## src/rtl/controlador_de_interrupcao.sv

```systemverilog
// rtl/controlador_de_interrupcao.sv - interrupt controller: I/O, external and quantum-timer sources
// Three pending bits served by fixed priority through an IDLE/REQ/SERVICE handshake.
module controlador_de_interrupcao #(
  parameter logic [15:0] QUANTUM = 16'd1000
) (
  input  logic        clk,
  input  logic        reset,
  input  logic        userMode,
  input  logic        kernelMode,
  input  logic        ioReq,
  input  logic        extReq,
  input  logic        inta,
  input  logic        clearIntr,
  input  logic [31:0] pcIn,
  output logic        intr,
  output logic [31:0] intrCode,
  output logic [31:0] intrPc,
  output logic        busy
);

  typedef enum logic [1:0] {IDLE, REQ, SERVICE} state_t;

  state_t      state;
  logic        p_io, p_ext, p_tmr;
  logic        io_prev;
  logic        run;
  logic [15:0] count;

  logic        grant;
  logic        tick;
  logic        set_io, set_ext, set_tmr;
  logic        clr_io, clr_ext, clr_tmr;
  logic [1:0]  win_code;

  always_comb begin
    grant    = (state == REQ) && inta;
    // mode pulses take precedence over the decrement in the same cycle
    tick     = (state == IDLE) && run && !userMode && !kernelMode && (count != 16'd0);
    set_io   = ioReq && !io_prev;
    set_ext  = extReq;
    set_tmr  = tick && (count == 16'd1);
    win_code = p_io ? 2'd1 : p_ext ? 2'd2 : p_tmr ? 2'd3 : 2'd0;
    clr_io   = grant && (win_code == 2'd1);
    clr_ext  = grant && (win_code == 2'd2);
    clr_tmr  = grant && (win_code == 2'd3);
  end

  always_ff @(posedge clk) begin
    if (reset) begin
      state    <= IDLE;
      intr     <= 1'b0;
      busy     <= 1'b0;
      intrCode <= 32'd0;
      intrPc   <= 32'd0;
      p_io     <= 1'b0;
      p_ext    <= 1'b0;
      p_tmr    <= 1'b0;
      io_prev  <= 1'b0;
      run      <= 1'b0;
      count    <= 16'd0;
    end else begin
      io_prev <= ioReq;
      // a new event on the grant edge outlives the clear of its bit
      p_io    <= (p_io  & ~clr_io)  | set_io;
      p_ext   <= (p_ext & ~clr_ext) | set_ext;
      p_tmr   <= (p_tmr & ~clr_tmr) | set_tmr;

      if (kernelMode) begin
        run <= 1'b0;
      end else if (userMode) begin
        count <= QUANTUM;
        run   <= 1'b1;
      end else if (grant) begin
        run <= 1'b0;
      end else if (tick) begin
        count <= count - 16'd1;
        if (count == 16'd1)
          run <= 1'b0;
      end

      case (state)
        IDLE: begin
          if (p_io || p_ext || p_tmr) begin
            state <= REQ;
            intr  <= 1'b1;
          end
        end
        REQ: begin
          if (inta) begin
            state    <= SERVICE;
            intr     <= 1'b0;
            busy     <= 1'b1;
            intrCode <= {30'd0, win_code};
            intrPc   <= pcIn;
          end
        end
        SERVICE: begin
          if (clearIntr) begin
            state    <= IDLE;
            busy     <= 1'b0;
            intrCode <= 32'd0;
          end
        end
        default: begin
          state <= IDLE;
          intr  <= 1'b0;
          busy  <= 1'b0;
        end
      endcase
    end
  end

endmodule
```

## config.mk

```make
export PLATFORM = sky130hd
export DESIGN_NAME = controlador_de_interrupcao
export DESIGN_NICKNAME = d
export VERILOG_FILES = /design/src/rtl/controlador_de_interrupcao.sv
export SDC_FILE = /design/constraint.sdc
export NUM_CORES = 1
export LEC_CHECK = 0
export ABC_AREA = 1
export CAP_MARGIN = 10
export CORE_ASPECT_RATIO = 0.8
export CORE_MARGIN = 3
export CORE_UTILIZATION = 45
export DETAILED_ROUTE_END_ITERATION = 6
export PLACE_DENSITY = 0.89
export SLEW_MARGIN = 20
export SYNTH_ARGS = -nofsm -noshare
export SYNTH_HDL_FRONTEND = slang
export SYNTH_SLANG_ARGS = --single-unit
```

## constraint.sdc

```tcl
create_clock -name clk -period 3.4 [get_ports clk]
set_input_delay 0.68 -clock clk [delete_from_list [all_inputs] [get_ports clk]]
set_output_delay 0.68 -clock clk [all_outputs]
set_load 0.01 [all_outputs]
```

==> insert_results.sql <==
INSERT INTO impl_metrics (metric_group, metric, value, unit) VALUES
('sta', 'post-route-period-util', '62.7', '%'),
('sta', 'worst_slew_pin_slew', '647', 'ps'),
('logic_synthesis', 'synth_fa_ha_area_share', '0.849', '%'),
('setup_path', 'crit_required', '3610', 'ps'),
('setup_path', 'slowest_stage', 'clkdlybuf4s50_1', ''),
('clock_tree', 'cts_htree_levels', '3', ''),
('layout', 'design.final.nets', '532', ''),
('floorplan', 'fp.dieW', '96.5', 'µm'),
('setup_path', 'cp.buffers_inverters', '2', ''),
('routing', 'detailroute.via_count', '2805', ''),
('sta', 'setup-violations-final', '0', ''),
('routing', 'via_per_inst', '4.87', ''),
('global_routing', 'antenna_found_initial', '0', ''),
('layout', 'syn2layout_area_growth', '28.7', '%'),
('routing', 'wl', '7250', 'µm'),
('logic_synthesis', 'synth-seq-area-share', '40.1', '%'),
('placed_design', 'io_buffer_count', '75', ''),
('sta', 'slew_violations', '0', ''),
('clock_tree', 'cts_resized', '0', ''),
('logic_synthesis', 'synth_top_family_by_area', 'simple AND/OR/NAND/NOR gates', ''),
('global_routing', 'grt_pass1_vias', '2605', ''),
('logic_synthesis', 'synth_compound_area_share', '13.1', '%'),
('sta', 'max_freq', '469', 'MHz'),
('placed_design', 'detailed_place_hpwl', '5360', 'µm'),
('floorplan', 'floorplan.die_area', '7560', 'µm²'),
('sta', 'finalClockSkew', '11.0', 'ps'),
('setup_path', 'timing.critical_path.fanout_max', '12', ''),
('logic_synthesis', 'ys_types', '27', ''),
('clock_tree', 'clock_latency', '340', 'ps'),
('floorplan', 'placement_rows', '25', ''),
('logic_synthesis', 'synth-xor-area-share', '0.594', '%'),
('clock_tree', 'tritoncts', 'done', ''),
('floorplan', 'initial_core_utilization', '48.1', '%'),
('routing', 'postRouteAntennaNets', '0', ''),
('routing', 'dr.first_iter.drc_count', '162', ''),
('clock_tree', 'number_of_hold_repair_buffers_added_at_the_cts_stage', '0', ''),
('sta', 'timing.slew.headroom', '56.8', '%'),
('floorplan', 'core_region_area', '6130', 'µm²'),
('clock_tree', 'post-cts-setup-buffers', '0', ''),
('min_path', 'worst_hold_path_type', 'reg -> reg', ''),
('logic_synthesis', 'synth.avg_cell_area', '7.05', 'µm²'),
('setup_path', 'critical_path_cell_by_cell', 'clkdlybuf4s50_1 > inv_2 > nand3_1 > nor2_1 > nand2_4 > a21oi_4 > nand2_1 > nand2_1 > nor2_1', ''),
('flow_run', 'max_capacitance_violation_total', '0', ''),
('setup_path', 'largest_stage_delay_on_the_critical_path', '550', 'ps'),
('placed_design', 'gp_congestion', '0.866', ''),
('clock_tree', 'number_of_sinks_driven_by_the_clock_tree', '59', ''),
('setup_path', 'worstPathArrival', '2340', 'ps'),
('outcome', 'run_status', 'complete, no violations', ''),
('setup_path', 'critPathTopFamily', 'buffers and inverters', ''),
('sta', 'timing.setup.tns', '0', 'ps'),
('sta', 'finalHoldViolCount', '0', ''),
('setup_path', 'worstSetupStartpointType', 'input port', ''),
('sta', 'final.hold.worst_slack', '466', 'ps'),
('global_routing', 'grt_start_max_net_pins', '39', ''),
('sta', 'finalCriticalPeriod', '2130', 'ps'),
('power_and_ir_drop', 'peakVddDrop', '0.000230', 'V'),
('floorplan', 'chipHeight', '78.4', 'µm'),
('clock_tree', 'cts_buffers', '9', ''),
('clock_tree', 'clockBufferDepth', '2', ''),
('global_routing', 'grt.total_usage', '20.1', '%'),
('floorplan', 'floorplan.io_pins', '106', ''),
('layout', 'antenna_cells_inserted', '0', ''),
('routing', 'post_drt_wl_per_cell', '12.6', 'µm'),
('routing', 'firstDrtPassIters', '4', ''),
('power_and_ir_drop', 'power_density', '452', 'nW/µm²'),
('power_and_ir_drop', 'p_leak', '1.53', 'nW'),
('clock_tree', 'register_clock_pin_slew_on_the_reported_worst_setup_and_hold_paths', '70', 'ps'),
('logic_synthesis', 'synth-seq-cells', '59', ''),
('logic_synthesis', 'synth_simple_gate_area_share', '31.3', '%'),
('logic_synthesis', 'mappedNetlistArea', '2950', 'µm²'),
('logic_synthesis', 'synth_warnings', '0', ''),
('routing', 'route.detailed.drc', '0', ''),
('power_and_ir_drop', 'report.power.total', '1.71', 'mW'),
('setup_path', 'worstSetupEndpointType', 'flop', ''),
('clock_tree', 'clock_root_cell', 'clkbuf_8', ''),
('logic_synthesis', 'synth_instances', '418', ''),
('global_routing', 'globalRouteOverflowTotal', '0', ''),
('global_routing', 'grt_pass1_wl', '12000', 'µm'),
('logic_synthesis', 'synthMuxAreaShare', '0', '%'),
('setup_path', 'criticalPathCategory', 'in -> reg', ''),
('sta', 'rsz_0062_raised_after_global_routing', 'false', ''),
('layout', 'drive_above_1_share', '9.70', '%');
flip-flops by register name (all words and copies together) (netlist names):
signal    count
state         2
io_prev       1
p_ext         1
intrPc       32
busy          1
p_io          1
p_tmr         1
intr          1
intrCode      2
count        16
run           1
layout make-up:
| cell class | instances | area (µm²) |
|---|---|---|
| tap | 81 | 101 |
| sequential | 59 | 1180 |
| multi-input combinational | 313 | 1460 |
| fill | 533 | 2340 |
| clock inverter | 6 | 42.5 |
| timing repair buffer | 78 | 768 |
| inverter | 29 | 109 |
| clock buffer | 10 | 128 |
worst paths after layout:
path	slack, ps	start	endpoint	cells past startpoint
max	1270	userMode	count[1]$_SDFFE_PP0P_	9
min	470	intrCode[1]$_SDFFE_PP0P_	intrCode[1]$_SDFFE_PP0P_	2
max reg2reg	1770	count[0]$_SDFFE_PP0P_	count[1]$_SDFFE_PP0P_	11
min reg2reg	470	intrCode[1]$_SDFFE_PP0P_	intrCode[1]$_SDFFE_PP0P_	2
worst register-to-register path: cells and delay by family, from the launching register on:
| kind | cells | cell delay (ps) |
|---|---|---|
| AND/OR/NAND/NOR | 9 | 880 |
| flip-flops | 1 | 330 |
| adder cells (fa/ha/maj) | 1 | 220 |
| buffers and inverters | 1 | 80 |
Yosys cell counts:
cell type,count,area (µm²)
a21oi_1,47,235
a21oi_2,10,87.6
a21oi_4,1,16.3
buf_1,4,15.0
buf_12,1,20.0
buf_2,1,5.00
buf_4,30,225
clkbuf_1,10,37.5
conb_1,1,3.75
dfxtp_1,59,1180
ha_1,2,25.0
inv_1,27,101
inv_2,2,7.51
nand2_1,130,488
nand2_2,7,43.8
nand2_4,3,33.8
nand2_8,1,20.0
nand3_1,26,130
nand3b_1,1,7.51
nand4_1,2,12.5
nor2_1,37,139
nor2_2,1,6.26
nor2_4,3,33.8
o21ai_0,8,40.0
o31ai_1,1,7.51
or2_2,1,6.26
xor2_1,2,17.5
logic make-up after synthesis:
group                      count (synthesis)
DFF                                       59
adders and majority gates                  2
buffers and inverters                     75
and+or+nand+nor                          212
other                                      1
xor gates and xnor gates                   2
AOI/OAI and AO/OA                         67
metal layers:
metal / track usage, % / vias to the layer above / share of wire (%)
met5: 0 / - / 0
met4: 9.24 / 0 / 3.0
met3: 4.69 / 22 / 7.4
met2: 32.6 / 113 / 49
met1: 25.1 / 1265 / 40
li1: - / 1405 / -
stage by stage:
step	cells	util [%]	worst slack, ps	instance area, µm²
after floorplan	447	-	1580	3060
after global placement	560	59.1	988	3620
after detailed placement	560	59.1	944	3620
after CTS	576	61.9	1300	3790
after global routing	576	61.9	1130	3790
final	576	61.9	1270	3790
placed cells by master (no fill, tap or decap), drive strengths merged:
master         synthesis  routed
nor2                  41      41
buf                   36       4
clkbuf                10      10
inv                   29      29
nand3b                 1       1
dfxtp                 59      59
o21ai                  8       8
xor2                   2       2
clkdlybuf4s50          0      74
clkinvlp               0       2
ha                     2       2
nand2                141     141
o31ai                  1       1
clkinv                 0       4
or2                    1       1
conb                   1      30
a21oi                 58      58
nand3                 26      26
nand4                  2       2
power breakdown:
part	switching [mW]	internal (mW)
Clock	0.287	0.264
Sequential	0.0336	0.734
Combinational	0.226	0.167
Note: power is estimated with default switching activity, not from simulation.
